$ cat src/rtl/image_tx_pkg.sv
// -----------------------------------------------------------------------------
// image_tx_pkg
// Shared definitions for the image transfer path (UART receiver, BRAM wrapper,
// image_tx_streamer): frame size, BRAM address/pixel widths and the streamer
// state encoding.
// -----------------------------------------------------------------------------
package image_tx_pkg;

  localparam int NUM_PIXELS_DEF = 784;  // 28x28 image, one byte per pixel
  localparam int ADDR_W         = 10;   // BRAM address width
  localparam int PIX_W          = 8;    // BRAM data width

  typedef enum logic [2:0] {
    ST_IDLE,
    ST_FETCH,
    ST_LOAD,
    ST_START_BIT,
    ST_DATA_BIT,
    ST_STOP_BIT
  } tx_state_e;

endpackage

$ cat src/rtl/image_tx_streamer_if.sv
// -----------------------------------------------------------------------------
// image_tx_streamer_if
// Signal bundle between image_tx_streamer and its environment.
//   tick     : baud enable at OVERSAMPLE x baud, one clk wide
//   start    : frame request pulse
//   data_ram : BRAM port B read data (one clk after addr_b)
//   addr_b   : BRAM port B read address
//   tx       : UART serial output, idle high
//   busy     : streamer not in IDLE
//   done     : one-clk pulse at the end of the last stop bit of a frame
// Modports: master = streamer side, slave = environment side.
// -----------------------------------------------------------------------------
interface image_tx_streamer_if;
  import image_tx_pkg::*;

  logic              tick;
  logic              start;
  logic [PIX_W-1:0]  data_ram;
  logic [ADDR_W-1:0] addr_b;
  logic              tx;
  logic              busy;
  logic              done;

  modport master (
    input  tick, start, data_ram,
    output addr_b, tx, busy, done
  );

  modport slave (
    output tick, start, data_ram,
    input  addr_b, tx, busy, done
  );

endinterface

$ cat src/rtl/uart_tx_serializer.sv
// -----------------------------------------------------------------------------
// uart_tx_serializer
// Bit-level UART transmitter datapath: shift register, oversample tick counter,
// data bit counter and the registered tx line. Sequencing is owned by the
// streamer FSM; this block follows the state it is given.
//   clk, rst   : clock, asynchronous active-high reset
//   load       : capture data_byte, start the start bit (tx low)
//   data_byte  : character to send, LSB first
//   tick       : oversample enable, counted only in the bit states
//   state      : current streamer state
//   tx         : serial output
//   bit_done   : current bit period ends this clk
//   last_data  : bit_done on the final data bit
//   char_done  : bit_done on the stop bit
// OVERSAMPLE must not exceed 16 (tick_cnt is 4 bits).
// -----------------------------------------------------------------------------
module uart_tx_serializer
  import image_tx_pkg::*;
#(
  parameter int OVERSAMPLE = 16,
  parameter int DATA_BITS  = 8
) (
  input  logic                 clk,
  input  logic                 rst,
  input  logic                 load,
  input  logic [DATA_BITS-1:0] data_byte,
  input  logic                 tick,
  input  tx_state_e            state,
  output logic                 tx,
  output logic                 bit_done,
  output logic                 last_data,
  output logic                 char_done
);

  localparam int              BIT_W     = (DATA_BITS > 1) ? $clog2(DATA_BITS) : 1;
  localparam logic [3:0]      TICK_LAST = 4'(OVERSAMPLE - 1);
  localparam logic [BIT_W-1:0] BIT_LAST = BIT_W'(DATA_BITS - 1);

  logic [DATA_BITS-1:0] shreg;
  logic [DATA_BITS-1:0] shreg_shifted;
  logic [3:0]           tick_cnt;
  logic [BIT_W-1:0]     bit_cnt;
  logic                 counting;

  // Ticks arriving during FETCH/LOAD are deliberately dropped.
  assign counting      = state inside {ST_START_BIT, ST_DATA_BIT, ST_STOP_BIT};
  assign bit_done      = counting && tick && (tick_cnt == TICK_LAST);
  assign last_data     = bit_done && (state == ST_DATA_BIT) && (bit_cnt == BIT_LAST);
  assign char_done     = bit_done && (state == ST_STOP_BIT);
  assign shreg_shifted = shreg >> 1;

  // NOTE: sequential state uses non-blocking assignments so every register
  // samples pre-edge values, independent of statement order.
  always_ff @(posedge clk or posedge rst) begin
    if (rst) begin
      shreg    <= '0;
      tick_cnt <= '0;
      bit_cnt  <= '0;
      tx       <= 1'b1;
    end else if (load) begin
      shreg    <= data_byte;
      tick_cnt <= '0;
      tx       <= 1'b0;
    end else begin
      if (counting && tick)
        tick_cnt <= bit_done ? 4'd0 : tick_cnt + 4'd1;

      if (bit_done) begin
        case (state)
          ST_START_BIT: begin
            tx      <= shreg[0];
            bit_cnt <= '0;
          end
          ST_DATA_BIT: begin
            if (bit_cnt == BIT_LAST) begin
              tx <= 1'b1;                 // stop bit
            end else begin
              shreg   <= shreg_shifted;
              tx      <= shreg_shifted[0];
              bit_cnt <= bit_cnt + BIT_W'(1);
            end
          end
          default: ;                      // stop bit keeps tx high
        endcase
      end
    end
  end

endmodule

$ cat src/rtl/image_tx_streamer.sv
// -----------------------------------------------------------------------------
// image_tx_streamer
// Streams a NUM_PIXELS-byte frame from BRAM port B out of a UART, one 8N1
// character per byte, address 0 first.
//   clk  : system clock (shared with BRAM port B)
//   rst  : asynchronous active-high reset, aborts a frame immediately
//   bus  : image_tx_streamer_if.master (tick, start, data_ram in;
//          addr_b, tx, busy, done out)
// Per byte: FETCH (BRAM read latency), LOAD (capture, tx low), then start,
// data and stop bits of OVERSAMPLE ticks each.
// -----------------------------------------------------------------------------
module image_tx_streamer
  import image_tx_pkg::*;
#(
  parameter int NUM_PIXELS = NUM_PIXELS_DEF,
  parameter int OVERSAMPLE = 16,
  parameter int DATA_BITS  = 8
) (
  input  logic                 clk,
  input  logic                 rst,
  image_tx_streamer_if.master  bus
);

  localparam logic [ADDR_W-1:0] LAST_ADDR = ADDR_W'(NUM_PIXELS - 1);

  tx_state_e         state, state_nxt;
  logic [ADDR_W-1:0] addr, addr_nxt;
  logic              load, done;
  logic              bit_done, last_data, char_done, ser_tx;

  always_ff @(posedge clk or posedge rst) begin
    if (rst) begin
      state <= ST_IDLE;
      addr  <= '0;
    end else begin
      state <= state_nxt;
      addr  <= addr_nxt;
    end
  end

  // NOTE: every output of this block gets a default first, so no path can
  // leave one unassigned and infer a latch.
  always_comb begin
    state_nxt = state;
    addr_nxt  = addr;
    load      = 1'b0;
    done      = 1'b0;
    unique case (state)
      ST_IDLE: begin
        if (bus.start) begin
          state_nxt = ST_FETCH;
          addr_nxt  = '0;
        end
      end
      ST_FETCH:     state_nxt = ST_LOAD;
      ST_LOAD: begin
        load      = 1'b1;
        state_nxt = ST_START_BIT;
      end
      ST_START_BIT: if (bit_done)  state_nxt = ST_DATA_BIT;
      ST_DATA_BIT:  if (last_data) state_nxt = ST_STOP_BIT;
      ST_STOP_BIT: begin
        if (char_done) begin
          if (addr == LAST_ADDR) begin
            // done is issued while still in STOP_BIT, so a start arriving
            // with it is not seen by IDLE.
            state_nxt = ST_IDLE;
            addr_nxt  = '0;
            done      = 1'b1;
          end else begin
            state_nxt = ST_FETCH;
            addr_nxt  = addr + ADDR_W'(1);
          end
        end
      end
      default:      state_nxt = ST_IDLE;
    endcase
  end

  uart_tx_serializer #(
    .OVERSAMPLE (OVERSAMPLE),
    .DATA_BITS  (DATA_BITS)
  ) u_serializer (
    .clk       (clk),
    .rst       (rst),
    .load      (load),
    .data_byte (DATA_BITS'(bus.data_ram)),
    .tick      (bus.tick),
    .state     (state),
    .tx        (ser_tx),
    .bit_done  (bit_done),
    .last_data (last_data),
    .char_done (char_done)
  );

  assign bus.addr_b = addr;
  assign bus.tx     = ser_tx;
  assign bus.busy   = (state != ST_IDLE);
  assign bus.done   = done;

endmodule
$ cat src/flat_wrapper.sv
// flat-port wrapper written by rule: the top's interface ports become plain ports
module image_tx_streamer_flat import image_tx_pkg::*;
#(
  parameter int NUM_PIXELS = NUM_PIXELS_DEF,
  parameter int OVERSAMPLE = 16,
  parameter int DATA_BITS  = 8
)
  (clk, rst, bus_tick, bus_start, bus_data_ram, bus_addr_b, bus_tx, bus_busy, bus_done);
  image_tx_streamer_if bus_i ();
  input  logic clk;
  input  logic rst;
  input wire logic [$bits(bus_i.tick)-1:0] bus_tick;
  input wire logic [$bits(bus_i.start)-1:0] bus_start;
  input wire logic [$bits(bus_i.data_ram)-1:0] bus_data_ram;
  output wire logic [$bits(bus_i.addr_b)-1:0] bus_addr_b;
  output wire logic [$bits(bus_i.tx)-1:0] bus_tx;
  output wire logic [$bits(bus_i.busy)-1:0] bus_busy;
  output wire logic [$bits(bus_i.done)-1:0] bus_done;
  assign bus_i.tick = bus_tick;
  assign bus_i.start = bus_start;
  assign bus_i.data_ram = bus_data_ram;
  assign bus_addr_b = bus_i.addr_b;
  assign bus_tx = bus_i.tx;
  assign bus_busy = bus_i.busy;
  assign bus_done = bus_i.done;
  image_tx_streamer #(.NUM_PIXELS(NUM_PIXELS), .OVERSAMPLE(OVERSAMPLE), .DATA_BITS(DATA_BITS)) u_core (.clk(clk), .rst(rst), .bus(bus_i));
endmodule
$ cat config.mk
export PLATFORM = sky130hd
export DESIGN_NAME = image_tx_streamer_flat
export DESIGN_NICKNAME = d
export VERILOG_FILES = /design/src/rtl/image_tx_pkg.sv /design/src/rtl/image_tx_streamer_if.sv /design/src/rtl/uart_tx_serializer.sv /design/src/rtl/image_tx_streamer.sv /design/src/flat_wrapper.sv
export SDC_FILE = /design/constraint.sdc
export NUM_CORES = 1
export LEC_CHECK = 0
export BUFFER_PORTS_ARGS = -buffer_cell sky130_fd_sc_hd__buf_2
export CAP_MARGIN = 15
export CORE_ASPECT_RATIO = 2
export CORE_MARGIN = 3
export CORE_UTILIZATION = 50
export CTS_BUF_LIST = sky130_fd_sc_hd__clkbuf_4
export DETAILED_ROUTE_END_ITERATION = 6
export PLACE_DENSITY_LB_ADDON = 0.15
export SYNTH_ARGS = -nofsm -noshare
export SYNTH_HDL_FRONTEND = slang
export SYNTH_SLANG_ARGS = --single-unit
$ cat constraint.sdc
create_clock -name clk -period 2.3 [get_ports clk]
set_input_delay 0.115 -clock clk [delete_from_list [all_inputs] [get_ports clk]]
set_output_delay 0.115 -clock clk [all_outputs]
set_load 0.1 [all_outputs]
==> results of run 1 <==
==> final cells by class <==
class	count	share of cell area, %
Sequential cell	29	35.0
Clock buffer	5	1.78
Tap cell	48	2.84
Multi-Input combinational cell	139	47.3
Inverter	7	1.24
Timing Repair Buffer	35	9.82
Clock inverter	3	1.95
==> worst max-delay path, stage by stage, from the launching register on <==
cell and delay (ns):
dfrtp_1 0.44, ha_1 0.35, nand4_4 0.13, or4b_4 0.51
a21oi_4 0.27, mux2_2 0.37
==> cell usage in the layout, fill, tap and decap left out, types with 3 or more instances in the layout <==
master / count
buf_2: 23
dfrtp_1: 21
o21ai_0: 18
mux2_2: 14
nand2_1: 13
buf_4: 10
nor2_1: 9
a21oi_1: 8
inv_1: 7
nor3_1: 7
nand3_1: 7
clkbuf_4: 6
a31oi_1: 5
nor2b_1: 5
dfrtp_2: 5
mux2i_1: 4
ha_1: 3
==> worst max path at each step <==
stage	slack [ns]	to	startpoint	depth (start not counted)
3_5_place_dp	0.13	u_core.u_serializer.shreg[4]	u_core.u_serializer.tick_cnt[1]	5
4_1_cts	0.05	bus_done	u_core.bus.addr_b[0]	5
5_1_grt	0.003	u_core.u_serializer.shreg[5]	u_core.u_serializer.tick_cnt[1]	5
2_1_floorplan	0.02	bus_done	u_core.bus.addr_b[4]	3
6_report	0.12	u_core.u_serializer.shreg[6]	u_core.u_serializer.tick_cnt[1]	5
3_3_place_gp	0.21	u_core.u_serializer.shreg[3]	u_core.u_serializer.tick_cnt[1]	5
==> power by group through the flow <==
| stage | logic (mW) | registers, mW | clock network (mW) |
|---|---|---|---|
| after floorplan | 0.564 | 0.780 | 0 |
| after global placement | 0.621 | 0.795 | 0 |
| after detailed placement | 0.664 | 0.813 | 0 |
| after CTS | 0.669 | 0.802 | 0.425 |
| after global routing | 0.735 | 0.824 | 0.447 |
| final | 0.657 | 0.802 | 0.415 |
==> registers in the layout, summed over array words and instances (netlist names) <==
| signal | cells |
|---|---|
| u_core.u_serializer.bit_cnt | 3 |
| u_core.u_serializer.shreg | 8 |
| u_core.state | 3 |
| u_core.bus.addr_b | 10 |
| u_core.u_serializer.tx | 1 |
| u_core.u_serializer.tick_cnt | 4 |
==> metrics by stage <==
| step | instances | setup slack (ns) |
|---|---|---|
| after floorplan | 187 | 0.0180 |
| after global placement | 257 | 0.210 |
| after detailed placement | 257 | 0.135 |
| after CTS | 266 | 0.0501 |
| after global routing | 266 | 0.00292 |
| final | 266 | 0.117 |
==> layer usage <==
| metal | track usage [%] | part of all wire (%) | wire length, µm | vias up |
|---|---|---|---|---|
| li1 | - | - | - | 758 |
| met1 | 22.6 | 38 | 1560 | 750 |
| met2 | 38.2 | 56 | 2280 | 35 |
| met3 | 3.94 | 2.9 | 119 | 12 |
| met4 | 10.9 | 3.0 | 121 | 0 |
| met5 | 0 | 0 | 0 | - |
==> logic make-up (layout without fill, tap and decap cells) <==
kind of cell | after synthesis | count (layout) | synth area share [%]
flops | 29 | 29 | 40.1
simple gates | 66 | 66 | 21.3
compound gates | 50 | 50 | 18.4
mux | 18 | 18 | 10.9
buf+inv | 19 | 50 | 6.00
fa+ha+maj | 5 | 5 | 3.31
==> repair_timing <==
| item | in CTS | in global routing |
|---|---|---|
| endpoints found under the setup margin | 0 | 1 |
| setup buffers | 0 | 0 |
| hold endpoints to repair | 28 | 0 |
| gates resized for setup | 0 | 1 |
| hold buffers | 1 | 0 |
==> impl_metrics.env, run 1 <==
export IMPL_fin_util_pct=61.2
export IMPL_io_pins=25
export IMPL_antenna_found_initial=0
export IMPL_syn_inst=187
export IMPL_critical_path_required_ns=2.52
export IMPL_synth_common_cells="dfrtp_1 (28), o21ai_0 (18), mux2_2 (14), nand2_1 (13), nor2_1 (9)"
export IMPL_path_clk_slew_ns=0.09
export IMPL_vias=1555
export IMPL_finClkSkew_ns=0.0105
export IMPL_ys_ff_latch=29
export IMPL_p_total_mw=1.87
export IMPL_firstDrtPassIters=4
export IMPL_drt_first_iter_violations=38
export IMPL_powerDensity_nw_per_um2=886
export IMPL_area_growth_pct=16.6
export IMPL_power_switching_mw=0.651
export IMPL_numCtsBuffers=5
export IMPL_drv_slew=0
export IMPL_min_to="u_core.u_serializer.shreg[7]"
export IMPL_cts_sinks=29
export IMPL_die_area_um2=4430
export IMPL_r2r_end="u_core.u_serializer.shreg[6]"
export IMPL_synth_cell_types=51
export IMPL_io_buffer_count=24
export IMPL_rr_worst_depth=5
export IMPL_synthTopCellsByArea="dfrtp_1 (39%), mux2_2 (8.7%), o21ai_0 (5.0%)"
export IMPL_vias_per_cell=5.85
export IMPL_dp_hpwl_mm=3.10
export IMPL_dpl_cell_area_um2=2020
export IMPL_period_share_pct=94.9
export IMPL_crit_arrival_ns=2.40
export IMPL_diodes=0
export IMPL_syn_avg_cell_area_um2=9.70
export IMPL_drc=0
export IMPL_grt_remaining_overflow=0
export IMPL_grt_pass1_wl_mm=7.29
export IMPL_clkPwrFrac_pct=22.1
export IMPL_relSlewSlack_pct=65.2
export IMPL_seqCellArea_um2=741
export IMPL_syn_area_um2=1810
export IMPL_fin_hold_ws_ns=0.0134
export IMPL_clk_insertion_delay_late_ns=0.33
export IMPL_cp_max_fo=8
export IMPL_p_int_mw=1.22
export IMPL_syn_nets=203
export IMPL_outcome="finished clean"
export IMPL_ys_flop_type="dfrtp_1"
export IMPL_drive_gt1_share_pct=33.5
export IMPL_yosysTopAreaCellShare_pct=38.6
export IMPL_async_reset_ff_share_pct=100
export IMPL_die_h_um=91.2
export IMPL_fillers=321
export IMPL_p_leak_nw=0.900
export IMPL_core_um2=3450
export IMPL_grt_max_degree=30
export IMPL_grt_total_usage_pct=21.1
export IMPL_ant_nets=0
export IMPL_crit_type="reg2reg"
export IMPL_fin_crit_ns=2.18
export IMPL_min_path_cells=3
export IMPL_synth_top_area_cell="dfrtp_1"
export IMPL_final_area_um2=2110
export IMPL_rrSetupSlack_ns=0.12
export IMPL_final_nets=233
export IMPL_start_kind="flop"
export IMPL_setup_violations=0
export IMPL_worstHoldStart="bus_data_ram[7]"
export IMPL_fmax_ghz=0.458
export IMPL_cts_root_buf="clkbuf_4"
export IMPL_peakVddDrop_uv=564
export IMPL_ys_seq_area_share_pct=40.1
export IMPL_die_w_um=48.6
export IMPL_drt_wl_total_mm=4.08
export IMPL_wl_per_cell_um=15.3
export IMPL_clockBufferDepth=2
export IMPL_maxCapViolCount=0
export IMPL_start_util_pct=52.5
export IMPL_setup_tns_final_ns=0
export IMPL_ys_warn_count=0
export IMPL_multi_input_area_um2=1000
export IMPL_synth_edff_count=0
export IMPL_r2r_start="u_core.u_serializer.tick_cnt[1]"
export IMPL_synth_most_common_cell="dfrtp_1"
export IMPL_critPathCaptureType="flop"
export IMPL_worstHoldPathType="in2reg"
export IMPL_tritoncts="done"
export IMPL_num_rows=30
export IMPL_p_seq_share_pct=42.8
export IMPL_combPwrFrac_pct=35.1
export IMPL_htree_levels=2
export IMPL_rsz0062_at_grt="no"
export IMPL_power_switching_share_pct=34.7
export IMPL_gp_congestion=0.799
export IMPL_hold_viol_final=0
export IMPL_tightestPinTransition_ns=0.520
export IMPL_grt_pass1_vias=1590
Note: power is estimated with default switching activity, not from simulation.
==> inputs of run 2 (changes only) <==
--- a/config.mk
+++ b/config.mk
@@ -12,6 +12,7 @@
 export CORE_UTILIZATION = 50
 export CTS_BUF_LIST = sky130_fd_sc_hd__clkbuf_4
 export DETAILED_ROUTE_END_ITERATION = 6
+export MAX_ROUTING_LAYER = met4
 export PLACE_DENSITY_LB_ADDON = 0.15
 export SYNTH_ARGS = -nofsm -noshare
 export SYNTH_HDL_FRONTEND = slang
==> run 2 against run 1 <==
Sequential share of layout area unchanged. Combinational power about the same. Final cell count unchanged. Total power about the same. First-iteration DRC count decreased by 13%. Die area unchanged. Critical path depth unchanged. Global-route usage increased by 0.58 points. Via count decreased by 1.2%.
==> impl_metrics.env, run 2 (synthesized netlist as in run 1, its figures left out) <==
export IMPL_outcome="finished clean"
export IMPL_period_share_pct=94.9
export IMPL_clk_insertion_delay_late_ns=0.33
export IMPL_area_growth_pct=16.6
export IMPL_rsz0062_at_grt="no"
export IMPL_io_pins=25
export IMPL_dp_cells=257
export IMPL_start_util_pct=52.5
export IMPL_relSlewSlack_pct=65.7
export IMPL_grt_remaining_overflow=0
export IMPL_firstDrtPassIters=4
export IMPL_slowest_delay_ns=0.51
export IMPL_fin_hold_ws_ns=0.0138
export IMPL_layout_common_cells="buf_2 (23), dfrtp_1 (21), o21ai_0 (18)"
export IMPL_p_leak_nw=0.900
export IMPL_cts_sinks=29
export IMPL_worstHoldPathType="in2reg"
export IMPL_finClkSkew_ns=0.00800
export IMPL_hold_viol_final=0
export IMPL_grt_total_usage_pct=21.7
export IMPL_drt_first_iter_violations=33
export IMPL_peakVddDrop_uv=564
export IMPL_setup_violations=0
export IMPL_drc=0
export IMPL_tritoncts="done"
export IMPL_final_common_cell="buf_2"
export IMPL_fillers=321
export IMPL_critPathCaptureType="flop"
export IMPL_vias=1536
export IMPL_die_h_um=91.2
export IMPL_crit_chain="ha_1 > nand4_4 > or4b_4 > a21oi_4 > mux2_2"
export IMPL_r2r_end="u_core.u_serializer.shreg[6]"
export IMPL_crit_arrival_ns=2.40
export IMPL_io_buffer_count=24
export IMPL_cp_max_fo=8
export IMPL_start_kind="flop"
export IMPL_drive_gt1_share_pct=33.5
export IMPL_multi_input_area_um2=1000
export IMPL_critical_path_required_ns=2.51
export IMPL_cts_root_buf="clkbuf_4"
export IMPL_r2r_start="u_core.u_serializer.tick_cnt[1]"
export IMPL_maxCapViolCount=0
export IMPL_die_area_um2=4430
export IMPL_grt_pass1_vias=1593
export IMPL_dp_hpwl_mm=3.10
export IMPL_stdcell_count=266
export IMPL_vias_per_cell=5.77
export IMPL_critPathTopFamily="simple AND/OR/NAND/NOR gates"
export IMPL_min_path_cells=3
export IMPL_worst_path_max_delay_cell="or4b_4"
export IMPL_antenna_found_initial=0
export IMPL_seqCellArea_um2=741
export IMPL_diodes=0
export IMPL_core_um2=3450
export IMPL_wl_per_cell_um=15.3
export IMPL_powerDensity_nw_per_um2=887
export IMPL_setup_tns_final_ns=0
export IMPL_rrSetupSlack_ns=0.12
export IMPL_die_w_um=48.6
export IMPL_worstHoldStart="bus_data_ram[7]"
export IMPL_clockBufferDepth=2
export IMPL_crit_type="reg2reg"
export IMPL_fin_crit_ns=2.18
export IMPL_grt_max_degree=30
export IMPL_cts_setup_buffers=0
export IMPL_final_nets=233
export IMPL_gp_congestion=0.811
export IMPL_drt_wl_total_mm=4.08
export IMPL_num_rows=30
export IMPL_rr_worst_depth=5
export IMPL_fmax_ghz=0.458
export IMPL_min_to="u_core.u_serializer.shreg[7]"
export IMPL_grt_pass1_wl_mm=7.30
export IMPL_path_clk_slew_ns=0.09
export IMPL_tightestPinTransition_ns=0.513
export IMPL_p_total_mw=1.87
export IMPL_htree_levels=2
export IMPL_numCtsBuffers=5
export IMPL_ant_nets=0
export IMPL_drv_slew=0
export IMPL_largest_reg_flops=10
export IMPL_cp_buffers_inverters=0
-- run 2: report_power, final --
group | internal (mW) | total, mW | leakage, nW | switching, mW
Clock | 0.225 | 0.415 | 0.0389 | 0.190
Sequential | 0.656 | 0.803 | 0.348 | 0.147
Combinational | 0.343 | 0.657 | 0.514 | 0.314
-- run 2: per-layer routing --
layer / share of wire [%] / global-route usage (%) / wire (µm)
met1: 38 / 22.8 / 1570
met2: 56 / 38.2 / 2290
met3: 2.6 / 3.61 / 106
met4: 3.0 / 10.9 / 121
met5: 0 / - / 0
-- run 2: how the worst max path moves through the flow --
stage / start / end / slack, ns / cells after the start
global placement: u_core.u_serializer.tick_cnt[1] / u_core.u_serializer.shreg[3] / 0.21 / 5
CTS: u_core.bus.addr_b[0] / bus_done / 0.05 / 5
floorplan: u_core.bus.addr_b[4] / bus_done / 0.02 / 3
global route: u_core.u_serializer.tick_cnt[1] / u_core.u_serializer.shreg[5] / 0.003 / 5
detailed placement: u_core.u_serializer.tick_cnt[1] / u_core.u_serializer.shreg[4] / 0.13 / 5
finish: u_core.u_serializer.tick_cnt[1] / u_core.u_serializer.shreg[6] / 0.12 / 5
-- run 2: metrics by stage --
stage	setup WS [ns]	util, %	instance area [µm²]
3_5_place_dp	0.135	58.6	2020
4_1_cts	0.0501	61.2	2110
5_1_grt	0.00292	61.2	2110
2_1_floorplan	0.0180	-	1850
6_report	0.118	61.2	2110
3_3_place_gp	0.210	58.6	2020
-- run 2: final cells by class --
| cell class | instances | share of cell area (%) |
|---|---|---|
| clock buffers | 5 | 1.78 |
| repair buffers | 35 | 9.82 |
| multi-input cells | 139 | 47.3 |
| clock inverters | 3 | 1.95 |
| well taps | 48 | 2.84 |
| flip-flops and latches | 29 | 35.0 |
| inverters | 7 | 1.24 |
-- run 2: tightest hold or removal path, delay by kind of cell --
kind                   cells  cell delay (ns)
AND/OR/NAND/NOR            1             0.03
buffers and inverters      1             0.08
AO/OA/AOI/OAI              1             0.07
-- run 2: repair_timing --
| item | CTS | global route |
|---|---|---|
| setup endpoints to repair | 0 | 1 |
| resized for setup | 0 | 1 |
| endpoints found under the hold margin | 28 | 0 |
| hold buffers | 1 | 0 |
==> inputs of run 3 (changes only) <==
--- a/config.mk
+++ b/config.mk
@@ -13,7 +13,7 @@
 export CTS_BUF_LIST = sky130_fd_sc_hd__clkbuf_4
 export DETAILED_ROUTE_END_ITERATION = 6
 export MAX_ROUTING_LAYER = met4
-export PLACE_DENSITY_LB_ADDON = 0.15
+export PLACE_DENSITY = 0.79
 export SYNTH_ARGS = -nofsm -noshare
 export SYNTH_HDL_FRONTEND = slang
 export SYNTH_SLANG_ARGS = --single-unit
==> run 3 against run 2 <==
Sequential cell count unchanged. Combinational power increased by 2%. Clock-buffer cell count increased by 1. Sequential power decreased by 1%. Largest cell class unchanged. Critical endpoint unchanged. Largest power group unchanged.
==> impl_metrics.env, run 3 (synthesized netlist as in run 1, its figures left out) <==
export IMPL_period_share_pct=93.0
export IMPL_fin_crit_ns=2.14
export IMPL_vias_per_cell=5.75
export IMPL_die_area_um2=4430
export IMPL_die_w_um=48.6
export IMPL_start_kind="flop"
export IMPL_numCtsBuffers=5
export IMPL_cts_root_buf="clkbuf_4"
export IMPL_finClkSkew_ns=0.00598
export IMPL_final_area_um2=2130
export IMPL_antenna_found_initial=0
export IMPL_io_buffer_count=24
export IMPL_area_growth_pct=17.6
export IMPL_gp_congestion=0.789
export IMPL_grt_max_degree=30
export IMPL_fmax_ghz=0.467
export IMPL_fillers=326
export IMPL_largest_reg_flops=10
export IMPL_layout_common_cells="buf_2 (23), dfrtp_1 (21), o21ai_0 (18)"
export IMPL_grt_pass1_wl_mm=7.13
export IMPL_setup_violations=0
export IMPL_p_total_mw=1.88
export IMPL_num_rows=30
export IMPL_cts_sinks=29
export IMPL_outcome="finished clean"
export IMPL_ant_nets=0
export IMPL_hold_viol_final=0
export IMPL_dp_cells=258
export IMPL_tightestPinTransition_ns=0.518
export IMPL_critPathCaptureType="flop"
export IMPL_drv_slew=0
export IMPL_fin_hold_ws_ns=0.129
export IMPL_final_nets=235
export IMPL_clockBufferDepth=2
export IMPL_drive_gt1_share_pct=33.6
export IMPL_core_um2=3450
export IMPL_final_common_cell="buf_2"
export IMPL_vias=1541
export IMPL_grt_total_usage_pct=21.2
export IMPL_grt_pass1_vias=1632
export IMPL_drt_wl_total_mm=4.03
export IMPL_rsz0062_at_grt="no"
export IMPL_setup_tns_final_ns=0
export IMPL_die_h_um=91.2
export IMPL_worstHoldPathType="in2reg"
export IMPL_cp_max_fo=8
export IMPL_relSlewSlack_pct=65.3
export IMPL_drc=0
export IMPL_dpl_cell_area_um2=2030
export IMPL_peakVddDrop_uv=677
export IMPL_firstDrtPassIters=4
export IMPL_clk_insertion_delay_late_ns=0.33
export IMPL_drt_first_iter_violations=21
export IMPL_dp_hpwl_mm=3.04
export IMPL_path_clk_slew_ns=0.09
export IMPL_wl_per_cell_um=15.0
export IMPL_tritoncts="done"
export IMPL_htree_levels=2
export IMPL_critical_path_required_ns=2.52
export IMPL_start_util_pct=52.5
export IMPL_io_pins=25
export IMPL_powerDensity_nw_per_um2=883
export IMPL_cts_setup_buffers=0
export IMPL_stdcell_count=268
export IMPL_maxCapViolCount=0
export IMPL_diodes=0
export IMPL_p_leak_nw=0.914
export IMPL_crit_type="reg2reg"
export IMPL_grt_remaining_overflow=0
export IMPL_crit_arrival_ns=2.36
[run 3: stage by stage]
step / util (%) / setup slack, ns
6_report: 61.7 / 0.161
5_1_grt: 61.7 / 0.0682
4_1_cts: 61.7 / 0.0787
3_5_place_dp: 58.8 / 0.153
3_3_place_gp: 58.8 / 0.205
2_1_floorplan: - / 0.0180
[run 3: power by group]
group	total [mW]	switching, mW	internal (mW)	leakage, nW
registers	0.791	0.135	0.656	0.348
logic	0.672	0.318	0.354	0.522
clock network	0.420	0.182	0.238	0.0433
[run 3: layout make-up]
type / instances / area (µm²) / share of cell area (%)
multi-input cells: 139 / 1000 / 46.9
flip-flops and latches: 29 / 741 / 34.7
well taps: 48 / 60.1 / 2.82
inverters: 7 / 26.3 / 1.23
clock buffers: 6 / 45.0 / 2.11
repair buffers: 37 / 225 / 10.6
clock inverters: 2 / 33.8 / 1.58
[run 3: critical path, stage by stage, from the launching register on]
cell,delay [ns]
dfrtp_1,0.42
ha_1,0.33
nand4_4,0.13
or4b_4,0.51
a21oi_4,0.27
mux2_2,0.37
[run 3: routing by layer]
| layer | global-route usage (%) | share of wire, % |
|---|---|---|
| met5 | - | 0 |
| met4 | 10.9 | 2.3 |
| met3 | 2.96 | 3.5 |
| met2 | 41.0 | 58 |
| met1 | 19.5 | 36 |
[run 3: repair_timing]
action                                  4_1_cts  5_1_grt
gates resized for setup                       0        1
hold buffers                                  2        0
endpoints found under the setup margin        0        1
hold endpoints to repair                     29        0
[run 3: final timing paths]
| kind | cells past startpoint | from | slack, ns | to |
|---|---|---|---|---|
| min | 3 | bus_start | 0.13 | u_core.state[0] |
| max in group asynchronous | 4 | rst | 1.61 | u_core.u_serializer.tx |
| min in group asynchronous | 4 | rst | 0.37 | u_core.u_serializer.shreg[4] |
| max reg2reg | 5 | u_core.u_serializer.tick_cnt[0] | 0.16 | u_core.u_serializer.shreg[6] |
| min reg2reg | 1 | u_core.u_serializer.shreg[4] | 0.51 | u_core.u_serializer.shreg[4] |
| max | 5 | u_core.u_serializer.tick_cnt[0] | 0.16 | u_core.u_serializer.shreg[6] |
